## src/rtl/lane_packer.sv

```systemverilog
// +--------------------------------------------------------------------------+
// | lane_packer: packs DATA_WIDTH words into a NUM_LANES-wide lane bus.       |
// | Optional LANE_PACKER_MASK_EN adds an out_mask port.  Revision: 1.0        |
// +--------------------------------------------------------------------------+
`default_nettype none

module lane_packer #(
    parameter  int DATA_WIDTH = 8,
    parameter  int NUM_LANES  = 2,
    localparam int CNT_W      = $clog2(NUM_LANES) + 1
) (
    input  logic                            clk,
    input  logic                            reset_n,
    input  logic [DATA_WIDTH-1:0]           in_data,
    input  logic                            in_valid,
    output logic                            in_ready,
    input  logic                            flush,
    output logic [NUM_LANES*DATA_WIDTH-1:0] out_data,
    output logic                            out_valid,
    input  logic                            out_ready,
    output logic [CNT_W-1:0]                out_count
`ifdef LANE_PACKER_MASK_EN
    ,
    output logic [NUM_LANES-1:0]            out_mask
`endif
);

    localparam int                PTR_W     = $clog2(NUM_LANES);
    localparam logic [PTR_W-1:0]  LAST_LANE = PTR_W'(NUM_LANES - 1);

    typedef enum logic [0:0] {
        FILL = 1'b0,
        HOLD = 1'b1
    } state_t;

    state_t                            r_state;
    logic [NUM_LANES*DATA_WIDTH-1:0]   r_acc;
    logic [NUM_LANES*DATA_WIDTH-1:0]   r_out_data;
    logic [NUM_LANES*DATA_WIDTH-1:0]   w_next_acc;
    logic [PTR_W-1:0]                  r_ptr;
    logic [CNT_W-1:0]                  r_out_count;
    logic [CNT_W-1:0]                  w_fill;
    logic                              w_in_acc;
    logic                              w_flush;
    logic                              w_full;
    logic                              w_emit;

    assign in_ready  = (r_state == FILL) || out_ready;
    assign w_in_acc  = in_valid && in_ready;
    assign w_flush   = flush && in_ready;
    assign w_full    = w_in_acc && (r_ptr == LAST_LANE);
    // Lanes that would be filled after this cycle's accept.
    assign w_fill    = CNT_W'(r_ptr) + CNT_W'(w_in_acc);
    assign w_emit    = w_full || (w_flush && (w_fill != '0));

    assign out_valid = (r_state == HOLD);
    assign out_data  = r_out_data;
    assign out_count = r_out_count;

    always_comb begin
        w_next_acc = r_acc;
        for (int i = 0; i < NUM_LANES; i++) begin
            if (w_in_acc && (r_ptr == PTR_W'(i))) begin
                w_next_acc[i*DATA_WIDTH +: DATA_WIDTH] = in_data;
            end
        end
    end

    // Emitting while HOLD implies out_ready, so overwriting the held word is safe.
    always_ff @(posedge clk) begin
        if (!reset_n) begin
            r_state     <= FILL;
            r_acc       <= '0;
            r_ptr       <= '0;
            r_out_data  <= '0;
            r_out_count <= '0;
        end else if (w_emit) begin
            r_state     <= HOLD;
            r_out_data  <= w_next_acc;
            r_out_count <= w_fill;
            r_acc       <= '0;
            r_ptr       <= '0;
        end else begin
            r_acc <= w_next_acc;
            if (w_in_acc) begin
                r_ptr <= r_ptr + 1'b1;
            end
            if ((r_state == HOLD) && out_ready) begin
                r_state <= FILL;
            end
        end
    end

`ifdef LANE_PACKER_MASK_EN
    logic [NUM_LANES-1:0] r_out_mask;
    logic [NUM_LANES-1:0] w_mask;

    always_comb begin
        w_mask = '0;
        for (int i = 0; i < NUM_LANES; i++) begin
            w_mask[i] = (CNT_W'(i) < w_fill);
        end
    end

    always_ff @(posedge clk) begin
        if (!reset_n) begin
            r_out_mask <= '0;
        end else if (w_emit) begin
            r_out_mask <= w_mask;
        end
    end

    assign out_mask = r_out_mask;
`endif

endmodule

`default_nettype wire

```

## config.mk

```make
export PLATFORM = sky130hd
export DESIGN_NAME = lane_packer
export DESIGN_NICKNAME = d
export VERILOG_FILES = /design/src/rtl/lane_packer.sv
export SDC_FILE = /design/constraint.sdc
export NUM_CORES = 1
export LEC_CHECK = 0
export ABC_CLOCK_PERIOD_IN_PS = 3700
export BUFFER_PORTS_ARGS = -buffer_cell sky130_fd_sc_hd__buf_4
export CAP_MARGIN = 25
export CORE_MARGIN = 2
export CORE_UTILIZATION = 35
export DETAILED_ROUTE_END_ITERATION = 10
export GPL_TIMING_DRIVEN = 1
export PLACE_DENSITY_LB_ADDON = 0.12
export SETUP_SLACK_MARGIN = 0.4
export SYNTH_ARGS = -nofsm -noshare
export SYNTH_HDL_FRONTEND = slang
export SYNTH_SLANG_ARGS = --single-unit
```

## constraint.sdc

```tcl
create_clock -name clk -period 3.7 [get_ports clk]
set_clock_uncertainty 0.15 [all_clocks]
set_input_delay 0.37 -clock clk [delete_from_list [all_inputs] [get_ports clk]]
set_output_delay 0.37 -clock clk [all_outputs]
set_load 0.01 [all_outputs]
```

* Word-level counts from Yosys, hierarchy flattened
Index checks and enable logic that the tools add are counted.
Widths: inputs -> output; s select.
** Operators by class
- $add $sub $neg :: 2
- Multiplexer cells :: 4
- Bitwise operators :: 3
- Reductions and logical operators :: 11
** Operator list (count)
- $mux 8 :: 2
- $logic_and 1x1->1 :: 6
- $reduce_bool 2->1 :: 2
- $not 1->1 :: 3
- $add 1x1->2 :: 1
- $logic_or 1x1->1 :: 2
- $mux 1 :: 2
- $reduce_or 2->1 :: 1
- $add 1x1->1 const B :: 1
** Storage, ports and cells
- Flip-flop bits (word level) :: 36
- Bits of input ports :: 13
- Output and inout port bits :: 20
- Word-level logic and storage cells :: 25

* Logic depth before layout (Yosys ltp)
Gate-level depths: netlist (run 1).
- Depth after elaboration :: 8
- Depth in mapped cells :: 10
- Depth with buffers taken out :: 8

* Worst setup path before layout (run 1)
Ideal clock, no wire load.
- Path kind :: flip-flop to flip-flop
- Start :: register r_state (netlist: out_valid)
- End :: register r_out_data[15] (netlist: out_data[15])
- Data arrival time :: 1.783 ns
- Required time :: 3.464 ns
- Slack :: 1.680 ns
- Cell stages (with the launch flop) :: 10
- Buffers on the path :: 2
- Cell sequence :: dfxtp_1 > nor2b_4 > clkinv_2 > and2_1 > ha_1 > buf_6 > inv_2 > o21ai_2 > buf_6 > a221oi_2
** On the way
- Cells in the longest elaborated chain, start to end :: 7
- Elaborated cells between the ends (all ways) :: 10
** Ends and longest elaborated chain
- start: declaration :: line 36 : state_t r_state;
- start signal: assignment :: line 72 : r_state <= FILL;
- start signal: assignment :: line 78 : r_state <= HOLD;
- start signal: assignment :: line 89 : r_state <= FILL;
- $not 1->1 :: line 48 : assign in_ready = (r_state == FILL) || out_ready;
- $logic_or 1x1->1 :: line 48
- named net in_ready :: line 16 : output logic in_ready,
- $logic_and 1x1->1 :: line 49 : assign w_in_acc = in_valid && in_ready;
- $add 1x1->2 :: line 53 : assign w_fill = CNT_W'(r_ptr) + CNT_W'(w_in_acc);
- named net w_fill[1] :: line 42 : logic [CNT_W-1:0] w_fill;
- $reduce_bool 2->1 :: line 54 : assign w_emit = w_full || (w_flush && (w_fill != '0));
- $logic_and 1x1->1 :: line 54
- $logic_or 1x1->1 :: line 54
- end signal: assignment :: line 79 : r_out_data <= w_next_acc;
- end: declaration :: line 38 : logic [NUM_LANES*DATA_WIDTH-1:0] r_out_data;
The timed path passes the listed nets, and every way through them passes these cells.
A chain may end at the register's enable or synchronous reset.

* Final worst setup path (run 1)
- Start :: register r_state (netlist: out_valid)
- End :: register r_out_data[0] (netlist: out_data[0])
** On the way
- Cells in the longest elaborated chain, start to end :: 7
- Elaborated cells between the ends (all ways) :: 11
** Ends and longest elaborated chain (line)
- $not 1->1 * :: 48
- $logic_or 1x1->1 * :: 48
- $logic_and 1x1->1 :: 49
- $add 1x1->2 :: 53
- $reduce_bool 2->1 :: 54
- $logic_and 1x1->1 :: 54
- $logic_or 1x1->1 :: 54
Every way passes the cells marked *; elsewhere a longest branch is shown, timed or not.

==> results of run 1 <==
[state kept, by name (all words and copies together) (netlist names)]
signal	cells
out_data	16
r_acc	16
out_count	2
out_valid	1
r_ptr	1
[cell usage after synthesis, drive strengths merged]
cell	count	area (µm²)
a21oi	2	10.0
o21ai	2	13.8
dfxtp	36	721
o211ai	1	12.5
nand3	1	5.00
clkinv	2	8.75
nor2b	1	13.8
inv	3	11.3
a31oi	1	6.26
a21o	1	7.51
ha	3	37.5
buf	9	72.6
and2	1	6.26
a221oi	17	218
nor2	33	124
nand2b	2	27.5
mux2i	16	160
[layout by cell type (no fill, tap or decap), types with 2 or more instances in the layout]
cell                        n
sky130_fd_sc_hd__dfxtp_1   36
sky130_fd_sc_hd__nor2_1    33
sky130_fd_sc_hd__buf_4     33
sky130_fd_sc_hd__mux2i_1   16
sky130_fd_sc_hd__a221oi_2  11
sky130_fd_sc_hd__a221oi_1   6
sky130_fd_sc_hd__clkbuf_8   6
sky130_fd_sc_hd__ha_1       3
sky130_fd_sc_hd__inv_1      2
sky130_fd_sc_hd__nand2b_4   2
sky130_fd_sc_hd__a21oi_1    2
sky130_fd_sc_hd__clkbuf_1   2
[where the power goes]
| part | switching, W | internal, W | leakage [nW] |
|---|---|---|---|
| sequential | 0.0000133 | 0.000419 | 0.295 |
| clock | 0.000126 | 0.000152 | 0.0455 |
| combinational | 0.0000922 | 0.0000783 | 0.374 |
| total | 0.000232 | 0.000649 | 0.714 |
[worst min-delay path by stage]
stage	slack (ns)	depth (start not counted)	end	from
floorplan	0.31	2	r_acc[0]$_SDFF_PP0_	r_acc[0]$_SDFF_PP0_
global placement	0.32	2	r_acc[2]$_SDFF_PP0_	r_acc[2]$_SDFF_PP0_
detailed placement	0.33	2	out_count[1]$_SDFFE_PN0P_	out_count[1]$_SDFFE_PN0P_
CTS	0.21	3	r_acc[3]$_SDFF_PP0_	in_data[3]
global route	0.24	3	r_acc[1]$_SDFF_PP0_	in_data[1]
finish	0.22	3	r_acc[3]$_SDFF_PP0_	in_data[3]
[stage by stage]
stage / area, µm² / power, W / hold WS (ns) / setup WS [ns]
2_1_floorplan: 1460 / 0.000554 / 0.305 / 1.68
3_3_place_gp: 1690 / 0.000611 / 0.320 / 1.26
3_5_place_dp: 1690 / 0.000614 / 0.329 / 1.17
4_1_cts: 1780 / 0.000893 / 0.209 / 1.24
5_1_grt: 1780 / 0.000924 / 0.235 / 1.08
6_report: 1780 / 0.000880 / 0.217 / 1.29
[worst min-delay path, cell delays in order]
cell and delay [ns]:
sky130_fd_sc_hd__buf_4 0.09, sky130_fd_sc_hd__mux2i_1 0.08, sky130_fd_sc_hd__nor2_1 0.08
[kinds of logic after synthesis]
group | Yosys count
AOI/OAI and AO/OA | 24
adders and majority gates | 3
buffers and inverters | 14
DFF | 36
muxes | 16
and+or+nand+nor | 38
[per-layer routing]
metal	track usage	routed length [µm]	vias up
li1	-	-	525
met1	0.172	1340	483
met2	0.234	1400	23
met3	0.0411	152	4
met4	0.0750	43	0
met5	0	0	-
[layout make-up]
type / instances / area share
multi-input cells: 81 / 0.360
clock buffers: 8 / 0.0505
well taps: 50 / 0.0351
flip-flops and latches: 36 / 0.404
inverters: 5 / 0.0112
repair buffers: 33 / 0.139
==> metrics.log, run 1 <==
INFO  metric path_depth = 8
INFO  metric syn-mean-instance-area = 11.1 µm²
INFO  metric rsz_0062_raised_after_global_routing = false
INFO  metric route.antenna.remaining_nets = 0
INFO  metric postSynthRegisterBits = 36
INFO  metric h_tree_level_count = 2
INFO  metric route.vias.total = 1035
INFO  metric avgRoutedWirePerCell = 13.8 µm
INFO  metric rr_worst_depth = 8
INFO  metric worst-setup-path-type = flip-flop to flip-flop
INFO  metric area.sequential = 721 µm²
INFO  metric setup_violations = 0
INFO  metric worst_r2r_startpoint = out_valid$_SDFFE_PN0P_
INFO  metric floorplan.core_area = 4000 µm²
INFO  metric synthesis.area = 1460 µm²
INFO  metric tritoncts = built
INFO  metric vias_in_the_first_global_route = 1042
INFO  metric shortest_period_the_worst_path_allows = 2.41 ns
INFO  metric grtUsageTotal = 0.145
INFO  metric timing_hold_violations_final = 0
INFO  metric cts.clk_slew.worst_paths = 0.07 ns
INFO  metric cp_launch_type = flip-flop
INFO  metric syn_to_final_growth = 22.5%
INFO  metric final_nets = 178
INFO  metric max-slew-margin-rel = 0.350
INFO  metric firstDrtPassIters = 4
INFO  metric diodes = 0
INFO  metric crit_family = compound AO/OA/AOI/OAI gates
INFO  metric leakage = 0.714 nW
INFO  metric initial_core_util = 0.364
INFO  metric worst_ir_drop_vdd = 0.259 mV
INFO  metric grt-ovfl-total = 0
INFO  metric detailed_place_hpwl = 1920 µm
INFO  metric die_area = 4690 µm²
INFO  metric min-delay-path-class = primary input to flip-flop
INFO  metric main_combinational_cell_family_by_area_after_synthesis = compound AO/OA/AOI/OAI gates
INFO  metric ordered_list_of_cells_on_the_worst_path = nor2b_4 > clkinv_2 > and2_1 > inv_1 > ha_1 > nand2b_4 > o21ai_2 > a221oi_1
INFO  metric maxSlewViolCount = 0
INFO  metric sort_of_element_at_the_end_of_the_critical_path = flip-flop
INFO  metric outcome = completed
INFO  metric std_cell_rows = 23
INFO  metric layoutNonFillerInstCount = 213
INFO  metric path_buf_inv = 2
INFO  metric multi_input_comb_area = 642 µm²
INFO  metric clock_tree.root_cell = sky130_fd_sc_hd__clkbuf_8
INFO  metric synth-compound-area-share = 0.184
INFO  metric yosysSeqAreaShare = 0.495
INFO  metric cts_resized = 0
INFO  metric power_per_cell_area = 494 nW/µm²
INFO  metric yosys.area_share.adder = 0.0258
INFO  metric via_per_inst = 4.86
INFO  metric maxCapViolCount = 0
INFO  metric regToRegSetupSlack = 1.29 ns
INFO  metric crit_path_max_incr_delay = 0.75 ns
INFO  metric dpl.cell_count = 205
INFO  metric number_of_buffers_created_by_cts = 5
INFO  metric count_of_input_and_output_buffers = 32
INFO  metric post_cts_buffers = 0
INFO  metric post-route-util = 0.446
INFO  metric die_w = 68.5 µm
INFO  metric cts-root-to-sink-buffers = 2
INFO  metric place_congestion = 0.718
INFO  metric share_of_post_route_cells_with_drive_strength_above_1 = 0.350
INFO  metric syn_inst = 131
INFO  metric regToRegEndpoint = out_data[0]$_SDFFE_PN0P_
INFO  metric remaining_drc_errors = 0
INFO  metric period_share = 0.650
INFO  metric synth_mux_area_frac = 0.110
INFO  metric clkLatencyLatePin = 0.28 ns
INFO  metric synth_simple_gate_area_share = 0.121
INFO  metric clock_sinks = 36
INFO  metric critical_path.endpoint = out_data[0]$_SDFFE_PN0P_
INFO  metric totalWireLength = 2940 µm
INFO  metric grt_max_degree = 26
INFO  metric arrival = 2.36 ns
INFO  metric die_height = 68.5 µm
INFO  metric grt_pass1_wl = 4880 µm
INFO  metric setup.worst_path.start = out_valid$_SDFFE_PN0P_
INFO  metric top_level_port_count = 33
INFO  metric timing.fmax = 0.416 GHz
INFO  metric finalSetupTns = 0 ns
INFO  metric syn_nets = 147
INFO  metric synth.lib_cells_used.distinct = 23
INFO  metric synth_warnings = 0
INFO  metric drt_iter0_drc = 32
INFO  metric critPathMaxFanout = 17
INFO  metric timing_worst_slew_pin_value = 0.975 ns
INFO  metric post_synth_xor_area_fraction = 0
INFO  metric antenna_found_initial = 0
INFO  metric cts.hold.buffers_added = 0
INFO  metric slowest_stage = sky130_fd_sc_hd__o21ai_2
INFO  metric timing.critical_path.required = 3.66 ns
INFO  metric nFillCells = 371
No activity file was read; power rests on OpenSTA's default activity.
==> run 2: changes to the inputs <==
Settings changed: ABC_CLOCK_PERIOD_IN_PS 3700 to 2100.
Clock period 3.7 ns to 2.1 ns, I/O delays scaled along.
==> run 2 against run 1 <==
  * Sequential power grew 77%
  * Critical path depth grew 1
  * Sequential cell count is the same
  * Clock power grew 140%
  * Worst hold slack lost 0.17 ns
  * Total power grew 110%
  * Combinational power grew 140%
  * Count of clock-buffer cells in the layout shrank 1
  * Fmax grew 32%
  * Die area is the same
  * Via count grew 8.1%
  * Critical path type unchanged
  * Non-clock buffer count grew 13
==> metrics.log, run 2 (same netlist as run 1, synthesis figures left out) <==
INFO  metric nFillCells = 365
INFO  metric floorplan.core_area = 4000 µm²
INFO  metric cts-root-to-sink-buffers = 2
INFO  metric highest_layer = met4
INFO  metric rsz_0062_raised_after_global_routing = true
INFO  metric clock_sinks = 36
INFO  metric die_height = 68.5 µm
INFO  metric ordered_list_of_cells_on_the_worst_path = nor2b_4 > clkinv_4 > and2_4 > inv_2 > ha_4 > nand2b_4 > o21ai_4 > clkbuf_16 > a221oi_2
INFO  metric crit_family = simple AND/OR/NAND/NOR gates
INFO  metric vias_in_the_first_global_route = 1151
INFO  metric total_power = 0.00183 W
INFO  metric met3_wirelength = 155 µm
INFO  metric crit_path_max_incr_delay = 0.32 ns
INFO  metric leakage = 0.843 nW
INFO  metric met1_length = 1550 µm
INFO  metric shortest_period_the_worst_path_allows = 1.83 ns
INFO  metric dpl_cell_area = 1760 µm²
INFO  metric route.antenna.remaining_nets = 0
INFO  metric wl_met2 = 1760 µm
INFO  metric regToRegSetupSlack = 0.27 ns
INFO  metric timing_hold_violations_final = 0
INFO  metric cts.hold.buffers_added = 0
INFO  metric min-delay-path-class = primary input to flip-flop
INFO  metric grt-ovfl-total = 0
INFO  metric remaining_drc_errors = 0
INFO  metric sort_of_element_at_the_end_of_the_critical_path = flip-flop
INFO  metric firstDrtPassIters = 4
INFO  metric h_tree_level_count = 2
INFO  metric path_buf_inv = 3
INFO  metric worst-setup-path-type = flip-flop to flip-flop
INFO  metric post-route-util = 0.524
INFO  metric detailed_place_hpwl = 2160 µm
INFO  metric setup_violations = 0
INFO  metric cts.clk_slew.worst_paths = 0.07 ns
INFO  metric antenna_found_initial = 0
INFO  metric timing.critical_path.required = 2.11 ns
INFO  metric maxCapViolCount = 0
INFO  metric cp_launch_type = flip-flop
INFO  metric timing.fmax = 0.548 GHz
INFO  metric grt_max_degree = 18
INFO  metric maxSlewViolCount = 0
INFO  metric worst_ir_drop_vdd = 0.439 mV
INFO  metric place_congestion = 0.721
INFO  metric period_share = 0.869
INFO  metric clock_tree.root_cell = sky130_fd_sc_hd__clkbuf_8
INFO  metric finalSetupTns = 0 ns
INFO  metric timing_worst_slew_pin_value = 0.418 ns
INFO  metric max-slew-margin-rel = 0.719
INFO  metric share_of_post_route_cells_with_drive_strength_above_1 = 0.508
INFO  metric grt_pass1_wl = 5610 µm
INFO  metric die_w = 68.5 µm
INFO  metric slowest_stage = sky130_fd_sc_hd__dfxtp_2
INFO  metric die_area = 4690 µm²
INFO  metric drt_iter0_drc = 43
INFO  metric final_cell_mix = 39 x sky130_fd_sc_hd__buf_4, 35 x sky130_fd_sc_hd__dfxtp_1, 33 x sky130_fd_sc_hd__nor2_1, 17 x sky130_fd_sc_hd__a221oi_2, 11 x sky130_fd_sc_hd__mux2i_1
INFO  metric rr_worst_depth = 9
INFO  metric route.vias.total = 1119
INFO  metric final_nets = 192
INFO  metric critPathMaxFanout = 5
INFO  metric std_cell_rows = 23
INFO  metric finalInstanceArea = 2100 µm²
INFO  metric outcome = completed
INFO  metric clkLatencyLatePin = 0.28 ns
INFO  metric top_level_port_count = 33
INFO  metric avgRoutedWirePerCell = 15.3 µm
INFO  metric totalWireLength = 3480 µm
INFO  metric initial_core_util = 0.364
INFO  metric syn_to_final_growth = 44.1%
INFO  metric number_of_buffers_created_by_cts = 5
INFO  metric grtUsageTotal = 0.169
INFO  metric count_of_input_and_output_buffers = 32
INFO  metric path_depth = 9
INFO  metric holdPathStages = 3
INFO  metric power_per_cell_area = 872 nW/µm²
INFO  metric arrival = 1.84 ns
INFO  metric tritoncts = built
INFO  metric diodes = 0
INFO  metric via_per_inst = 4.93
INFO  metric most_common_cell_after_layout_fill_and_taps_aside = sky130_fd_sc_hd__buf_4
run 2: area by class of cell:
cell class                 instances  area, µm²  share of cell area
clock buffer                       7       96.3              0.0459
clock inverter                     1       30.0              0.0143
inverter                           5       26.3              0.0125
multi-input combinational         82        749               0.357
sequential                        36        722               0.344
tap                               50       62.6              0.0298
timing repair buffer              46        410               0.196
run 2: worst paths after layout:
path                             start                        end
max             out_valid$_SDFFE_PN0P_   out_data[4]$_SDFFE_PN0P_
min                         in_data[5]       r_acc[13]$_SDFF_PP0_
max reg2reg     out_valid$_SDFFE_PN0P_   out_data[4]$_SDFFE_PN0P_
min reg2reg  out_count[1]$_SDFFE_PN0P_  out_count[1]$_SDFFE_PN0P_
run 2: per-layer routing:
layer / track usage / up-vias
li1: - / 559
met4: 0.0450 / 0
met1: 0.198 / 535
met5: 0 / -
met3: 0.0658 / 2
met2: 0.286 / 23
run 2: through the flow:
step | setup slack [ns] | instances | hold slack (ns)
final | 0.275 | 227 | 0.0503
after global routing | 0.221 | 227 | 0.0609
after CTS | 0.292 | 223 | 0.0467
after detailed placement | 0.201 | 210 | 0.327
after global placement | 0.240 | 210 | 0.321
after floorplan | 0.221 | 131 | 0.225
run 2: power breakdown:
| part | leakage [nW] | internal, W | switching [W] |
|---|---|---|---|
| clock | 0.0645 | 0.000419 | 0.000241 |
| combinational | 0.483 | 0.000206 | 0.000200 |
| sequential | 0.295 | 0.000737 | 0.0000254 |
| total | 0.843 | 0.00136 | 0.000466 |
run 2: worst register-to-register path, cell delays in order, from the launching register on:
cell and delay [ns]:
sky130_fd_sc_hd__dfxtp_2 0.32, sky130_fd_sc_hd__nor2b_4 0.13, sky130_fd_sc_hd__clkinv_4 0.04, sky130_fd_sc_hd__and2_4 0.14, sky130_fd_sc_hd__inv_2 0.04, sky130_fd_sc_hd__ha_4 0.14, sky130_fd_sc_hd__nand2b_4 0.17, sky130_fd_sc_hd__o21ai_4 0.30
sky130_fd_sc_hd__clkbuf_16 0.22, sky130_fd_sc_hd__a221oi_2 0.05
run 2: repair_timing:
item | CTS | global route
endpoints found under the setup margin | 34 | 34
endpoints found under the hold margin | 0 | 0
gates cloned | 2 | 1
pin swaps | 1 | 14
resized for setup | 13 | 9
setup buffers | 3 | 3
==> run 3: changes to the inputs <==
Settings changed: ABC_CLOCK_PERIOD_IN_PS 2100 to 1500, BUFFER_PORTS_ARGS -buffer_cell sky130_fd_sc_hd__buf_4 to -buffer_cell sky130_fd_sc_hd__buf_2.
Clock period 2.1 ns to 1.5 ns, I/O delays scaled along.
==> run 3 against run 2 <==
  * The flow now finishes with violations (negative setup slack)
  * Die area stayed put
  * Non-clock buffer count up 6
  * Register-to-register slack got worse by 0.57 ns
  * Critical path depth is 1 higher
  * Global-route usage increased by 0.15 points
  * Design area is 0.48% lower
  * Wire length fell by 0.29%
  * Cell count grew 2.6%
  * Combinational power up 34%
  * Count of clock-buffer cells in the layout stayed put
  * Largest power group unchanged
==> metrics.log, run 3 (same netlist as run 1, synthesis figures left out) <==
INFO  metric timing.fmax = 0.556 GHz
INFO  metric clkLatencyLatePin = 0.29 ns
INFO  metric tritoncts = built
INFO  metric firstDrtPassIters = 4
INFO  metric final_cell_mix = 32 x sky130_fd_sc_hd__buf_2, 31 x sky130_fd_sc_hd__nor2_1, 31 x sky130_fd_sc_hd__dfxtp_1, 17 x sky130_fd_sc_hd__a221oi_2, 14 x sky130_fd_sc_hd__mux2i_1
INFO  metric clock_tree.root_cell = sky130_fd_sc_hd__clkbuf_8
INFO  metric worst-setup-path-type = flip-flop to flip-flop
INFO  metric count_of_input_and_output_buffers = 32
INFO  metric rr_worst_depth = 10
INFO  metric violated_checks = negative setup slack
INFO  metric critPathMaxFanout = 5
INFO  metric cts.clk_slew.worst_paths = 0.07 ns
INFO  metric dpl.cell_count = 221
INFO  metric regToRegSetupSlack = -0.30 ns
INFO  metric nFillCells = 386
INFO  metric max-slew-margin-rel = 0.779
INFO  metric arrival = 1.82 ns
INFO  metric shortest_period_the_worst_path_allows = 1.80 ns
INFO  metric regToRegEndpoint = r_acc[1]$_SDFF_PP0_
INFO  metric initial_core_util = 0.364
INFO  metric place_congestion = 0.743
INFO  metric maxSlewViolCount = 0
INFO  metric grtUsageTotal = 0.171
INFO  metric floorplan.core_area = 4000 µm²
INFO  metric layoutNonFillerInstCount = 233
INFO  metric cp_launch_type = flip-flop
INFO  metric number_of_buffers_created_by_cts = 5
INFO  metric route.vias.total = 1129
INFO  metric syn_to_final_growth = 43.4%
INFO  metric clock_sinks = 36
INFO  metric die_height = 68.5 µm
INFO  metric area.sequential = 727 µm²
INFO  metric period_share = 1.20
INFO  metric detailed_place_hpwl = 2370 µm
INFO  metric timing.critical_path.required = 1.52 ns
INFO  metric dpl_cell_area = 1800 µm²
INFO  metric multi_input_comb_area = 773 µm²
INFO  metric setup_ws = -0.300 ns
INFO  metric via_per_inst = 4.85
INFO  metric share_of_post_route_cells_with_drive_strength_above_1 = 0.546
INFO  metric std_cell_rows = 23
INFO  metric timing_worst_slew_pin_value = 0.322 ns
INFO  metric totalWireLength = 3470 µm
INFO  metric outcome = finished with violations
INFO  metric leakage = 0.849 nW
INFO  metric remaining_drc_errors = 0
INFO  metric h_tree_level_count = 2
INFO  metric finalInstanceArea = 2090 µm²
INFO  metric grt_pass1_wl = 5680 µm
INFO  metric antenna_found_initial = 0
INFO  metric worst_r2r_startpoint = out_valid$_SDFFE_PN0P_
INFO  metric maxCapViolCount = 0
INFO  metric route.antenna.remaining_nets = 0
INFO  metric grt_max_degree = 13
INFO  metric worst_ir_drop_vdd = 0.585 mV
INFO  metric drt_iter0_drc = 78
INFO  metric holdPathEnd = r_acc[6]$_SDFF_PP0_
INFO  metric avgRoutedWirePerCell = 14.9 µm
INFO  metric vias_in_the_first_global_route = 1178
INFO  metric sort_of_element_at_the_end_of_the_critical_path = flip-flop
INFO  metric grt-ovfl-total = 0
INFO  metric rsz_0062_raised_after_global_routing = true
INFO  metric die_area = 4690 µm²
INFO  metric setup_violations = 36
INFO  metric min-delay-path-class = primary input to flip-flop
INFO  metric post-route-util = 0.522
INFO  metric final_hold_slack = 0.0143 ns
INFO  metric final_nets = 198
INFO  metric cts.hold.buffers_added = 0
INFO  metric timing_hold_violations_final = 0
INFO  metric most_common_cell_after_layout_fill_and_taps_aside = sky130_fd_sc_hd__buf_2
INFO  metric cts-root-to-sink-buffers = 2
INFO  metric top_level_port_count = 33
INFO  metric die_w = 68.5 µm
INFO  metric diodes = 0
INFO  metric holdPathStages = 3
INFO  metric power_per_cell_area = 1220 nW/µm²
INFO  metric timing.hold.worst.start = in_data[6]
==> run 3: changes by cell type in the layout (fill, tap and decap cells not counted), sizes merged <==
cell and change:
buf +7, clkbuf -1
==> run 3: final cells by class <==
cell class,instances,area share
Clock buffer,7,0.0462
Multi-Input combinational cell,82,0.371
Timing Repair Buffer,52,0.178
Clock inverter,1,0.0144
Sequential cell,36,0.348
Inverter,5,0.0126
Tap cell,50,0.0300
==> run 3: repair_timing <==
action                                  4_1_cts  5_1_grt
pin swaps                                     7        6
endpoints found under the setup margin       37       41
gates cloned                                  1        1
resized for setup                             8       15
endpoints found under the hold margin         0        0
buffers inserted                              2        0
==> run 3: through the flow <==
stage          setup WS (ns)  total power (W)  TNS (ns)
3_3_place_gp          -0.409          0.00154    -10.45
3_5_place_dp          -0.475          0.00155    -11.93
6_report              -0.300          0.00254     -8.97
4_1_cts               -0.314          0.00255     -9.49
5_1_grt               -0.360          0.00267    -11.73
2_1_floorplan         -0.377          0.00139    -10.34
==> run 3: critical path, stage by stage (launching register included) <==
cell and delay, ns:
sky130_fd_sc_hd__dfxtp_2 0.32, sky130_fd_sc_hd__nor2b_4 0.13, sky130_fd_sc_hd__clkinv_4 0.04, sky130_fd_sc_hd__and2_4 0.15
sky130_fd_sc_hd__inv_2 0.05, sky130_fd_sc_hd__ha_4 0.14, sky130_fd_sc_hd__nand2b_4 0.17, sky130_fd_sc_hd__buf_6 0.13
sky130_fd_sc_hd__o211ai_4 0.19, sky130_fd_sc_hd__buf_4 0.18, sky130_fd_sc_hd__nor2_1 0.05
==> run 3: worst max path at each step <==
| stage | startpoint | endpoint | slack (ns) | cells after the start |
|---|---|---|---|---|
| 2_1_floorplan | out_valid$_SDFFE_PN0P_ | out_data[15]$_SDFFE_PN0P_ | -0.38 | 9 |
| 3_3_place_gp | out_valid$_SDFFE_PN0P_ | out_data[1]$_SDFFE_PN0P_ | -0.41 | 8 |
| 3_5_place_dp | out_valid$_SDFFE_PN0P_ | out_data[2]$_SDFFE_PN0P_ | -0.48 | 8 |
| 4_1_cts | out_valid$_SDFFE_PN0P_ | r_acc[9]$_SDFF_PP0_ | -0.31 | 10 |
| 5_1_grt | out_valid$_SDFFE_PN0P_ | r_acc[9]$_SDFF_PP0_ | -0.36 | 10 |
| 6_report | out_valid$_SDFFE_PN0P_ | r_acc[1]$_SDFF_PP0_ | -0.30 | 10 |
==> run 3: per-layer routing <==
layer	share of wire	vias up	global-route usage
met4	0.013	0	0.0600
met2	0.48	25	0.282
met1	0.45	530	0.203
met3	0.055	7	0.0609
li1	-	567	-
met5	0	-	0
==> run 3: report_power, final <==
part,switching [W],internal (W)
clock network,0.000340,0.000586
logic,0.000285,0.000258
registers,0.0000351,0.00103
